<file path="config.mk">
export PLATFORM = sky130hd
export DESIGN_NAME = pixel_store_queue
export DESIGN_NICKNAME = d
export VERILOG_FILES = /design/src/rtl/pixel_pkg.sv /design/src/rtl/sync_fifo.sv /design/src/rtl/pixel_store_queue.sv
export SDC_FILE = /design/constraint.sdc
export NUM_CORES = 1
export LEC_CHECK = 0
export BUFFER_PORTS_ARGS = -buffer_cell sky130_fd_sc_hd__buf_2
export CAP_MARGIN = 20
export CORE_ASPECT_RATIO = 1.5
export CORE_MARGIN = 5
export CORE_UTILIZATION = 65
export CTS_BUF_LIST = sky130_fd_sc_hd__clkbuf_4 sky130_fd_sc_hd__clkbuf_8
export DETAILED_ROUTE_END_ITERATION = 7
export GPL_TIMING_DRIVEN = 1
export PLACE_DENSITY = 0.86
export RECOVER_POWER = 100
export SLEW_MARGIN = 40
export SYNTH_ARGS = -nofsm -noshare
export SYNTH_HDL_FRONTEND = slang
export SYNTH_SLANG_ARGS = --single-unit
</file>
<file path="constraint.sdc">
create_clock -name clk -period 8.2 [get_ports clk]
set_input_delay 0.82 -clock clk [delete_from_list [all_inputs] [get_ports clk]]
set_output_delay 0.82 -clock clk [all_outputs]
set_load 0.005 [all_outputs]
</file>
<file path="src/rtl/pixel_pkg.sv">
// Shared definitions for the frame-buffer store path: window tag, screen
// geometry and the pixel request record carried through the queue.
package pixel_pkg;

  localparam logic [9:0] FB_BASE_TAG = 10'h041;
  localparam logic [9:0] FB_WIDTH    = 10'd800;
  localparam logic [9:0] FB_HEIGHT   = 10'd600;

  typedef struct packed {
    logic [9:0]  x;
    logic [9:0]  y;
    logic [23:0] rgb;
  } pixel_req_t;

endpackage

</file>
<file path="src/rtl/sync_fifo.sv">
// Synchronous FIFO with extra-MSB pointers. Full/empty/level are derived
// from the pointer flops only, so status never combinationally follows
// this cycle's push/pop requests.
module sync_fifo #(
  parameter int unsigned WIDTH = 44,
  parameter int unsigned DEPTH = 8
) (
  input  logic                     clk,
  input  logic                     rst_n,
  input  logic                     push,
  input  logic [WIDTH-1:0]         din,
  input  logic                     pop,
  output logic [WIDTH-1:0]         dout,
  output logic                     full,
  output logic                     empty,
  output logic [$clog2(DEPTH):0]   level
);

  localparam int unsigned AW = $clog2(DEPTH);
  localparam logic [AW:0] PTR_ONE = (AW+1)'(1);

  logic [AW:0]      wr_ptr_q, wr_ptr_d;
  logic [AW:0]      rd_ptr_q, rd_ptr_d;
  logic [WIDTH-1:0] mem_q [DEPTH];
  logic [WIDTH-1:0] mem_d [DEPTH];

  assign full  = (wr_ptr_q[AW] != rd_ptr_q[AW]) &&
                 (wr_ptr_q[AW-1:0] == rd_ptr_q[AW-1:0]);
  assign empty = (wr_ptr_q == rd_ptr_q);
  assign level = wr_ptr_q - rd_ptr_q;
  assign dout  = mem_q[rd_ptr_q[AW-1:0]];

  // Next-state for storage and pointers; guarded so misuse cannot corrupt state
  always_comb begin
    mem_d    = mem_q;
    wr_ptr_d = wr_ptr_q;
    rd_ptr_d = rd_ptr_q;
    if (push && !full) begin
      mem_d[wr_ptr_q[AW-1:0]] = din;
      wr_ptr_d                = wr_ptr_q + PTR_ONE;
    end
    if (pop && !empty) begin
      rd_ptr_d = rd_ptr_q + PTR_ONE;
    end
  end

  // State registers; storage is cleared so the head reads zero after reset
  always_ff @(posedge clk) begin
    if (!rst_n) begin
      wr_ptr_q <= '0;
      rd_ptr_q <= '0;
      for (int unsigned i = 0; i < DEPTH; i++) begin
        mem_q[i] <= '0;
      end
    end else begin
      wr_ptr_q <= wr_ptr_d;
      rd_ptr_q <= rd_ptr_d;
      mem_q    <= mem_d;
    end
  end

endmodule

</file>
<file path="src/rtl/pixel_store_queue.sv">
// Frame-buffer write path: snoops CPU stores to the 0x1040_0000 window,
// decodes (x, y, rgb), queues them and drains over valid/ready.
// Optional feature macro: PIXEL_BOUNDS_CHECK_EN (drop off-screen pixels
// and count them in drop_count; otherwise every hit is queued).
module pixel_store_queue
  import pixel_pkg::*;
#(
  parameter int unsigned DEPTH = 8,
  parameter int unsigned CNT_W = 16
) (
  input  logic                    clk,
  input  logic                    rst_n,
  input  logic                    cpu_valid,
  input  logic [31:0]             cpu_addr,
  input  logic [3:0]              cpu_we,
  input  logic [31:0]             cpu_din,
  output logic                    cpu_stall,
  output logic                    fb_valid,
  input  logic                    fb_ready,
  output logic [9:0]              fb_x,
  output logic [9:0]              fb_y,
  output logic [23:0]             fb_rgb,
  output logic [$clog2(DEPTH):0]  fifo_level,
  output logic [CNT_W-1:0]        drop_count
);

  logic       hit;
  logic       in_range;
  logic       full;
  logic       empty;
  logic       push;
  logic       pop;
  pixel_req_t req;
  pixel_req_t head;
  logic       unused_bits;

  assign unused_bits = ^{cpu_addr[1:0], cpu_din[31:24]};

  assign hit = cpu_valid && (cpu_we != 4'b0000) && (cpu_addr[31:22] == FB_BASE_TAG);

  assign req.x   = cpu_addr[11:2];
  assign req.y   = cpu_addr[21:12];
  assign req.rgb = cpu_din[23:0];

`ifdef PIXEL_BOUNDS_CHECK_EN
  logic [CNT_W-1:0] drop_count_q, drop_count_d;

  assign in_range = (req.x < FB_WIDTH) && (req.y < FB_HEIGHT);

  // Saturating count of off-screen stores that were discarded
  always_comb begin
    drop_count_d = drop_count_q;
    if (hit && !in_range && (drop_count_q != '1)) begin
      drop_count_d = drop_count_q + CNT_W'(1);
    end
  end

  // Drop counter register
  always_ff @(posedge clk) begin
    if (!rst_n) drop_count_q <= '0;
    else        drop_count_q <= drop_count_d;
  end

  assign drop_count = drop_count_q;
`else
  assign in_range   = 1'b1;
  assign drop_count = '0;
`endif

  // Full is registered state, so a pop this cycle never frees a slot for a
  // push in the same cycle; stall therefore depends only on cpu_* inputs.
  assign push      = hit && in_range && !full;
  assign cpu_stall = rst_n && hit && in_range && full;

  assign fb_valid = !empty;
  assign pop      = fb_valid && fb_ready;

  sync_fifo #(
    .WIDTH ($bits(pixel_req_t)),
    .DEPTH (DEPTH)
  ) u_fifo (
    .clk   (clk),
    .rst_n (rst_n),
    .push  (push),
    .din   (req),
    .pop   (pop),
    .dout  (head),
    .full  (full),
    .empty (empty),
    .level (fifo_level)
  );

  assign fb_x   = head.x;
  assign fb_y   = head.y;
  assign fb_rgb = head.rgb;

endmodule
</file>
=== Word level (Yosys, flattened, before mapping) ===
Index checks and enable logic that the tools add are counted.

* Div/mod/pow operators: 0
* Shift-type cells: 0
* $mul: 0
* Bitwise logic cells: 2
* Add/sub/neg operators: 3
* Equal/unequal tests: 4
* Magnitude comparators: 3
* Multiplexer cells: 6
* Reductions and logical operators: 13

{| class="wikitable"
|+ Operators by type and width
! kind !! number
|-
| 352-bit bitwise mux || 1
|-
| 44-bit binary-select mux with 3-bit select || 1
|-
| 44-bit demux with 3-bit select || 1
|-
| 44-bit 2-to-1 mux || 3
|-
| 10-bit by 7-bit equality test with 1-bit output (second input constant) || 1
|-
| 1-bit logical AND || 10
|-
| 4-bit by 1-bit adder with 4-bit output (second input constant) || 2
|-
| 4-bit greater-or-equal comparator (second input constant) || 2
|-
| 3-bit NOT with 4-bit output || 2
|-
| 4-bit equality test || 1
|-
| 4-bit by 1-bit < comparator with 1-bit output (second input constant) || 1
|-
| 4-bit nonzero test || 1
|-
| 4-bit subtractor || 1
|-
| 3-bit equality test || 1
|-
| 1-bit logical NOT || 2
|-
| 1-bit inequality test || 1
|}

* Input port bits: 72
* Bits in read-only memories: 0
* Memory bits (writable): 0
* Memories kept: 0
* Logic and storage cells: 41
* Output and inout port bits: 66
* Latch bits: 0
* Register bits: 360

=== Depth between registers and ports, before layout ===
Gate-level depths: netlist of the first run.

* Depth after elaboration: 6
* Depth in mapped cells: 10
* Mapped depth without buffers: 6

=== By module ===
From an unflattened synthesis of the first run, not the netlist that was laid out.

* Cell total of the unflattened synthesis: 1565
* Area total of the unflattened synthesis: 14916.8 um^2

{| class="wikitable"
|+ Modules (own cells, without submodules)
! module !! area an instance (um^2) !! cells each !! sequential area each (um^2) !! instances
|-
| sync_fifo || 14734.1 || 1538 || 7206.9 || 1
|-
| pixel_store_queue || 182.7 || 27 || 0.0 || 1
|}

=== Least setup slack after synthesis of the first run ===
No wires, ideal clock.

* Path type: reg-to-output
* From: register u_fifo.rd_ptr_q[1]
* To: output port cpu_stall
* Data required time: 7.380 ns
* Arrival time: 2.019 ns
* Cell stages (with the launch flop): 8
* Path buffers: 2
* Slack: 5.361 ns
* Cells stage by stage: dfxtp_1 > clkbuf_1 > clkbuf_1 > inv_1 > ha_1 > nand3_1 > nor2_1 > nor4b_1

* Word-level cells in the longest chain between the ends: 3

{| class="wikitable"
|+ Ends and longest elaborated chain
! what !! RTL line !! RTL
|-
| from (decl) || sync_fifo.sv:23 || <nowiki>logic [AW:0] rd_ptr_q, rd_ptr_d;</nowiki>
|-
| from (signal assigned) || sync_fifo.sv:57 || <nowiki>rd_ptr_q <= rd_ptr_d;</nowiki>
|-
| 3-bit equality test || sync_fifo.sv:28 || <nowiki>(wr_ptr_q[AW-1:0] == rd_ptr_q[AW-1:0]);</nowiki>
|-
| 1-bit logical AND || sync_fifo.sv:27 || <nowiki>assign full = (wr_ptr_q[AW] != rd_ptr_q[AW]) &&</nowiki>
|-
| 1-bit logical AND || pixel_store_queue.sv:73 || <nowiki>assign cpu_stall = rst_n && hit && in_range && full;</nowiki>
|-
| to (decl) || pixel_store_queue.sv:17 || <nowiki>output logic cpu_stall,</nowiki>
|}

Every way passes these cells.

=== Worst setup path in the final report of the first run ===
* From: register u_fifo.rd_ptr_q[0]
* To: register u_fifo.mem_q[63] (netlist bit)

* Word-level cells in the longest chain between the ends: 5

{| class="wikitable"
|+ Ends and longest elaborated chain
! what !! RTL line !! RTL
|-
| 3-bit equality test (*) || sync_fifo.sv:28 ||
|-
| 1-bit logical AND (*) || sync_fifo.sv:27 ||
|-
| 1-bit logical NOT (*) || sync_fifo.sv:38, pixel_store_queue.sv:72 ||
|-
| 1-bit logical AND || pixel_store_queue.sv:72 || <nowiki>assign push = hit && in_range && !full;</nowiki>
|-
| 1-bit logical AND (*) || sync_fifo.sv:38 || <nowiki>if (push && !full) begin</nowiki>
|-
| to (signal assigned) || sync_fifo.sv:58 || <nowiki>mem_q <= mem_d;</nowiki>
|-
| to (decl) || sync_fifo.sv:24 || <nowiki>logic [WIDTH-1:0] mem_q [DEPTH];</nowiki>
|}

Mark *: on every way between the ends. The rest lies on a longest branch, timed or not.
A chain may end at the register's enable or synchronous reset.

==> impl_metrics.py, run 1 <==
metrics = {
    "route": {
        "drc": 0,
        "vias_per_cell": 5.80,
        "met2_length_um": 19000,
        "drt_pre_antenna_iters": 5,
        "top_layer_used": "met4",
        "met1_length_um": 14400,
        "drt_wl_total_um": 36500,
        "routed-wl-met3_um": 1940,
        "antenna_left": 0,
        "drt_iter0_drc": 810,
        "dr_total_vias": 11404,
        "wl_per_cell_um": 18.6,
    },
    "sta": {
        "skew_ns": 0.0214,
        "setup_viol": 0,
        "finalHoldViolations": 0,
        "max_freq_mhz": 177,
        "worst_pin_slew_ns": 2.86,
        "final_max_slew_viol_count": 279,
        "setup_tns_ns": 0,
        "finalWorstSetupSlack_ns": 2.54,
        "rsz0062_at_grt": "no",
        "finalCritPeriodShare": 0.690,
        "relSlewSlack": -0.907,
        "period_minus_slack_ns": 5.66,
    },
    "critical_path": {
        "end_kind": "flip-flop",
        "cp.arrival_ns": 5.99,
        "path_class": "flip-flop to flip-flop",
        "critPathSlowestCell": "clkbuf_1",
        "rr_endpoint": "u_fifo.mem_q[63]$_SDFFE_PN0P_",
        "rr_startpoint": "u_fifo.rd_ptr_q[0]$_SDFFE_PN0P_",
        "cp_cell_sequence": "ha_1 > nand3_1 > nor2_1 > or4_2 > clkbuf_1 > mux2i_1",
        "worst_ep_required_time_ns": 8.54,
        "max_stage_delay_ns": 2.08,
        "r2r_setup_slack_ns": 2.54,
        "reg2reg_depth": 6,
        "cp_max_fo": 30,
        "cp-start-kind": "flip-flop",
    },
    "place": {
        "dp_slack_ns": 4.64,
        "portBuffers": 111,
        "gp_congestion": 0.773,
        "hpwlAfterDp_um": 21400,
    },
    "flow_run": {
        "drv_cap": 12,
    },
    "logic_synthesis": {
        "synth.lib_cells_used.distinct": 41,
        "synth_area_mm2": 0.0162,
        "yosysTopAreaCellShare": 0.445,
        "netlist_top_cells_area": "dfxtp_1 45%, mux2i_1 22%, nand2_1 12%",
        "synth_top_cell_by_area": "dfxtp_1",
        "yosysSeqAreaShare": 0.445,
        "synth_flop_cell": "dfxtp_1",
        "synth-edff-count": 0,
        "netlist_instances": 1536,
        "yosys_warnings": 0,
        "syn_avg_cell_area_um2": 10.5,
        "synthArstFlopShare": 0,
        "yosys_register_bits": 360,
    },
    "clock_network": {
        "h-tree-depth": 2,
        "post_cts_buffers": 0,
        "cts.clk_slew.worst_paths_ns": 0.06,
        "cts_tree": "yes",
        "ctsResizeCount": 0,
        "cts_num_sinks": 360,
        "root_buffer": "clkbuf_8",
        "clock_path_buffers": 3,
        "clk_latency_ns": 0.58,
        "cts_buffers": 50,
        "cts_hold_buf": 0,
    },
    "hold_path": {
        "min_path_cells": 2,
        "hp-start": "u_fifo.mem_q[231]$_SDFFE_PN0P_",
        "min_to": "u_fifo.mem_q[231]$_SDFFE_PN0P_",
        "min_path_type": "flip-flop to flip-flop",
    },
    "power": {
        "ir_worst_vdd_uv": 138,
        "power.density_mw_per_mm2": 186,
        "cellLeakagePower_nw": 7.44,
        "power.total_mw": 3.24,
    },
    "grt": {
        "grt_pass1_wl_um": 59100,
        "grt_antenna_before_repair": 0,
        "grtUsageTotal": 0.254,
        "overflow": 0,
        "grt_pass1_vias": 11957,
        "grt_max_degree": 115,
    },
    "outcome": {
        "status": "complete, but fails checks",
        "violations": "capacitance limit, slew limit",
    },
    "die": {
        "die_w_um": 139,
        "io_pins": 138,
        "die_h_um": 203,
        "core_mm2": 0.0244,
        "rows": 70,
        "initial_core_util": 0.662,
        "dieArea_mm2": 0.0282,
    },
    "layout": {
        "n_antenna_cell": 0,
        "drive_gt1_frac": 0.170,
        "nNetsFinal": 1684,
        "area_growth_pct": 7.63,
    },
}
-- Yosys cell counts (2+ instances only) --
cell / number
a21o_1: 2
a21oi_1: 3
buf_1: 4
buf_12: 12
buf_2: 10
buf_4: 24
buf_6: 18
clkbuf_1: 62
dfxtp_1: 360
ha_1: 5
inv_1: 8
mux2i_1: 354
mux4_2: 88
nand2_1: 533
nand3_1: 5
nor2_1: 5
nor3_1: 3
nor4_1: 3
nor4b_2: 2
o211ai_1: 2
o21ai_0: 2
o31ai_1: 2
or3_1: 3
or4_1: 6
xnor2_1: 3
xor2_1: 2
-- cells by family after synthesis --
| family | after synthesis | synth area share |
|---|---|---|
| other | 1 | 0.000232 |
| and+or+nand+nor | 569 | 0.140 |
| DFF | 360 | 0.445 |
| buffers and inverters | 140 | 0.0599 |
| xor gates and xnor gates | 6 | 0.00371 |
| adders and majority gates | 6 | 0.00510 |
| AOI/OAI and AO/OA | 12 | 0.00479 |
| muxes | 442 | 0.341 |
-- layer usage --
layer  global-route usage  vias up
met2                0.455      336
met3               0.0392       76
li1                     -     5362
met1                0.306     5630
met4                0.105        0
met5                    0        -
-- final cells by class --
| cell class | instances | area [µm²] |
|---|---|---|
| clock buffer | 79 | 956 |
| multi-input combinational | 1051 | 8070 |
| inverter | 9 | 33.8 |
| sequential | 360 | 7210 |
| tap | 324 | 405 |
| fill | 1697 | 7010 |
| clock inverter | 8 | 67.6 |
| timing repair buffer | 134 | 683 |
-- layout by cell type (no fill, tap or decap), types with 2 or more instances in the layout --
cell and count:
o21ai_0 2, buf_4 8, or3_1 3, nor4_1 3
conb_1 16, a21oi_1 3, a21o_1 2, nor4b_2 2
ha_1 5, inv_1 8, clkbuf_1 41, xnor2_1 3
clkbuf_4 21, buf_6 3, buf_2 80, nand2_1 533
dfxtp_1 358, o31ai_1 2, xor2_1 2, clkinv_2 6
mux2i_1 354, o211ai_1 2, clkbuf_8 58, mux4_2 88
or4_1 6, nor2_1 5, nand3_1 5, nor3_1 3
-- critical path: cells and delay by family (launching register included) --
kind | cells | cell delay (ns)
buffers and inverters | 1 | 2.08
and+or+nand+nor | 3 | 1.08
muxes | 1 | 0.27
adders and majority gates | 1 | 0.38
DFF | 1 | 1.58
-- how the worst max path moves through the flow --
stage / start / endpoint / slack, ns / depth (start not counted)
global route: u_fifo.rd_ptr_q[0]$_SDFFE_PN0P_ / u_fifo.mem_q[46]$_SDFFE_PN0P_ / 2.07 / 6
finish: u_fifo.rd_ptr_q[0]$_SDFFE_PN0P_ / u_fifo.mem_q[63]$_SDFFE_PN0P_ / 2.54 / 6
global placement: cpu_addr[29] / u_fifo.mem_q[218]$_SDFFE_PN0P_ / 4.62 / 6
floorplan: u_fifo.rd_ptr_q[1]$_SDFFE_PN0P_ / cpu_stall / 5.36 / 7
CTS: u_fifo.rd_ptr_q[0]$_SDFFE_PN0P_ / fb_rgb[1] / 4.34 / 5
detailed placement: cpu_addr[29] / u_fifo.mem_q[180]$_SDFFE_PN0P_ / 4.64 / 6
-- report_power, final --
part	internal (mW)	leakage [nW]	switching, mW
clock	0.768	0.551	0.641
sequential	1.75	2.90	0.000119
combinational	0.0212	3.99	0.0649
-- metrics by stage --
| stage | hold WS, ns | util | area (µm²) | cells |
|---|---|---|---|---|
| floorplan | 0.432 | - | 16200 | 1551 |
| global placement | 0.439 | 0.674 | 16500 | 1875 |
| detailed placement | 0.446 | 0.676 | 16500 | 1878 |
| CTS | 0.455 | 0.718 | 17600 | 1965 |
| global route | 0.472 | 0.713 | 17400 | 1965 |
| finish | 0.452 | 0.713 | 17400 | 1965 |
-- sequential cells by signal (all words and copies together) (netlist names) --
signal and flops:
u_fifo.mem_q 352, u_fifo.wr_ptr_q 4, u_fifo.rd_ptr_q 4
No activity file was read; power rests on OpenSTA's default activity.
==> run 2, diff against run 1 <==
--- a/config.mk
+++ b/config.mk
@@ -5,15 +5,16 @@
 export SDC_FILE = /design/constraint.sdc
 export NUM_CORES = 1
 export LEC_CHECK = 0
+export ABC_AREA = 1
 export BUFFER_PORTS_ARGS = -buffer_cell sky130_fd_sc_hd__buf_2
 export CAP_MARGIN = 20
 export CORE_ASPECT_RATIO = 1.5
 export CORE_MARGIN = 5
-export CORE_UTILIZATION = 65
+export CORE_UTILIZATION = 63
 export CTS_BUF_LIST = sky130_fd_sc_hd__clkbuf_4 sky130_fd_sc_hd__clkbuf_8
 export DETAILED_ROUTE_END_ITERATION = 7
 export GPL_TIMING_DRIVEN = 1
-export PLACE_DENSITY = 0.86
+export PLACE_DENSITY = 0.83
 export RECOVER_POWER = 100
 export SLEW_MARGIN = 40
 export SYNTH_ARGS = -nofsm -noshare
==> constraint.sdc (replaced) <==
create_clock -name clk -period 5.55 [get_ports clk]
set_input_delay 0.555 -clock clk [delete_from_list [all_inputs] [get_ports clk]]
set_output_delay 0.555 -clock clk [all_outputs]
set_load 0.005 [all_outputs]
==> impl_metrics.py, run 2 <==
metrics = {
    "flow_run": {
        "drv_cap": 2,
    },
    "logic_synthesis": {
        "yosysTopAreaCellShare": 0.377,
        "yosys_register_bits": 360,
        "synthArstFlopShare": 0,
        "netlist_instances": 2965,
        "synth_flop_cell": "dfxtp_1",
        "yosys_warnings": 0,
        "synth-simple-area-share": 0.328,
        "synth_top_family_by_area": "simple AND/OR/NAND/NOR gates",
        "post-synth-top-count-cell": "nand2_1",
        "synthAdderAreaFrac": 0.00432,
        "synth_top_cell_by_area": "dfxtp_1",
        "syn_avg_cell_area_um2": 6.45,
        "synth.lib_cells_used.distinct": 33,
        "synth_xor_area_frac": 0.00183,
        "synth-edff-count": 0,
        "netlist_top_cells_area": "dfxtp_1 38%, nand2_1 15%, nor2_1 14%",
        "synth_compound_area_frac": 0.112,
        "synth_area_mm2": 0.0191,
        "synthTopCellsByCount": "779 x nand2_1, 720 x nor2_1, 375 x inv_1",
        "synthMuxAreaShare": 0,
        "yosysSeqAreaShare": 0.377,
    },
    "sta": {
        "max_freq_mhz": 216,
        "setup_tns_ns": 0,
        "relSlewSlack": -0.378,
        "setup_viol": 0,
        "finalHoldViolations": 0,
        "worst_pin_slew_ns": 2.07,
        "finalCritPeriodShare": 0.835,
        "rsz0062_at_grt": "no",
        "period_minus_slack_ns": 4.63,
        "final_max_slew_viol_count": 64,
        "skew_ns": 0.0174,
    },
    "die": {
        "rows": 78,
        "io_pins": 138,
        "dieArea_mm2": 0.0340,
        "core_mm2": 0.0302,
        "die_h_um": 223,
        "initial_core_util": 0.634,
        "die_w_um": 152,
    },
    "route": {
        "antenna_left": 0,
        "drt_iter0_drc": 1949,
        "dr_total_vias": 17788,
        "drt_wl_total_um": 51100,
        "wl_per_cell_um": 15.1,
        "drc": 0,
        "vias_per_cell": 5.25,
        "drt_pre_antenna_iters": 6,
    },
    "clock_network": {
        "cts_tree": "yes",
        "cts_buffers": 53,
        "root_buffer": "clkbuf_8",
        "h-tree-depth": 2,
        "clk_latency_ns": 0.60,
        "post_cts_buffers": 0,
        "cts.clk_slew.worst_paths_ns": 0.06,
        "ctsResizeCount": 0,
        "clock_path_buffers": 3,
        "cts_num_sinks": 360,
        "cts_hold_buf": 0,
    },
    "power": {
        "switching_share": 0.244,
        "power_frac_clock": 0.441,
        "power.total_mw": 5.33,
        "seq_power_share": 0.486,
        "p_sw_mw": 1.30,
        "cellLeakagePower_nw": 10.4,
        "power.density_mw_per_mm2": 269,
        "combPwrFrac": 0.072,
        "intPower_mw": 4.03,
        "ir_worst_vdd_uv": 165,
    },
    "grt": {
        "overflow": 0,
        "grt_pass1_vias": 16844,
        "grt_antenna_before_repair": 7,
        "grt_max_degree": 189,
        "grt_pass1_wl_um": 83000,
        "grtUsageTotal": 0.292,
    },
    "place": {
        "hpwlAfterDp_um": 28600,
        "portBuffers": 111,
        "gp_congestion": 0.828,
    },
    "critical_path": {
        "cp.arrival_ns": 5.12,
        "endpoint": "u_fifo.mem_q[139]$_SDFFE_PN0P_",
        "rr_startpoint": "u_fifo.rd_ptr_q[1]$_SDFFE_PN0P_",
        "end_kind": "flip-flop",
        "rr_endpoint": "u_fifo.mem_q[139]$_SDFFE_PN0P_",
        "cp_max_fo": 31,
        "cp-start-kind": "flip-flop",
        "reg2reg_depth": 10,
        "cp-startpoint": "u_fifo.rd_ptr_q[1]$_SDFFE_PN0P_",
        "r2r_setup_slack_ns": 0.92,
        "path_class": "flip-flop to flip-flop",
        "worst_ep_required_time_ns": 6.04,
    },
    "hold_path": {
        "hp-start": "cpu_addr[12]",
        "min_path_cells": 3,
        "min_path_type": "input port to flip-flop",
    },
    "outcome": {
        "status": "complete, but fails checks",
        "violations": "capacitance limit, slew limit",
    },
    "layout": {
        "fill_cells": 2619,
        "multiInputGateArea_mm2": 0.00858,
        "regMostFlops": "u_fifo.mem_q",
        "reg.largest.list": "u_fifo.mem_q x352, u_fifo.rd_ptr_q x4, u_fifo.wr_ptr_q x4",
        "largest_reg_flops": 352,
        "regArea_mm2": 0.00722,
        "area_growth_pct": 3.81,
        "layout_common_cells": "779 x nand2_1, 720 x nor2_1, 376 x inv_1",
        "drive_gt1_frac": 0.0784,
        "final_common_cell": "nand2_1",
        "nNetsFinal": 3021,
    },
}
==> run 2: cell types whose count changed after synthesis, sizes merged, moves of 83 or more <==
cell / change
nor2: +718
inv: +371
mux2i: -354
nand2: +246
a21oi: +178
o21ai: +178
mux4: -88
buf: +83
==> run 2: layer usage <==
layer,global-route usage,vias up,part of all wire
met5,0,-,0.00053
met4,0.144,4,0.045
met3,0.0435,178,0.079
met2,0.512,765,0.49
met1,0.349,8051,0.38
li1,-,8790,-
==> run 2: stage by stage <==
stage / worst slack (ns) / std cells / utilization / cell area (µm²) / hold slack, ns
final: 0.916 / 3390 / 0.658 / 19900 / 0.291
after global routing: 0.661 / 3390 / 0.658 / 19900 / 0.271
after CTS: 1.37 / 3386 / 0.662 / 20000 / 0.265
after detailed placement: 1.49 / 3288 / 0.622 / 18800 / 0.489
after global placement: 1.60 / 3275 / 0.612 / 18400 / 0.473
after floorplan: 2.98 / 2980 / - / 19200 / 0.457
==> run 2: power groups by stage <==
stage | registers (mW) | clock network, mW | logic (mW)
after floorplan | 2.64 | 0 | 0.327
after global placement | 2.65 | 0 | 0.373
after detailed placement | 2.65 | 0 | 0.383
after CTS | 2.59 | 2.38 | 0.386
after global routing | 2.59 | 2.49 | 0.422
final | 2.59 | 2.35 | 0.386
==> run 2: cell families after synthesis <==
family | after synthesis
other | 1
buffers and inverters | 613
and+or+nand+nor | 1576
AOI/OAI and AO/OA | 405
adders and majority gates | 6
DFF | 360
xor gates and xnor gates | 4
==> run 2: worst min path at each step <==
stage / slack, ns / endpoint
finish: 0.29 / u_fifo.mem_q[288]$_SDFFE_PN0P_
global route: 0.27 / u_fifo.mem_q[198]$_SDFFE_PN0P_
CTS: 0.26 / u_fifo.mem_q[346]$_SDFFE_PN0P_
detailed placement: 0.49 / u_fifo.rd_ptr_q[3]$_SDFFE_PN0P_
global placement: 0.47 / u_fifo.rd_ptr_q[3]$_SDFFE_PN0P_
floorplan: 0.46 / u_fifo.rd_ptr_q[3]$_SDFFE_PN0P_
==> run 2: critical path, cell delays in order (launching register included) <==
cell and delay, ns:
dfxtp_4 0.66, clkinv_2 0.49, ha_1 0.44, nand2_1 0.08, nor2_1 0.05, nand2_1 0.38
clkbuf_1 0.78, nand3_4 0.62, clkbuf_1 0.67, nor2_1 0.27, nor2_1 0.07
==> run 2: cell type report <==
cell class	instances	area share
Antenna cell	4	0.000504
Clock buffer	93	0.0594
Clock inverter	5	0.00139
Inverter	380	0.0723
Multi-Input combinational cell	2007	0.432
Sequential cell	360	0.364
Tap cell	400	0.0252
Timing Repair Buffer	141	0.0455
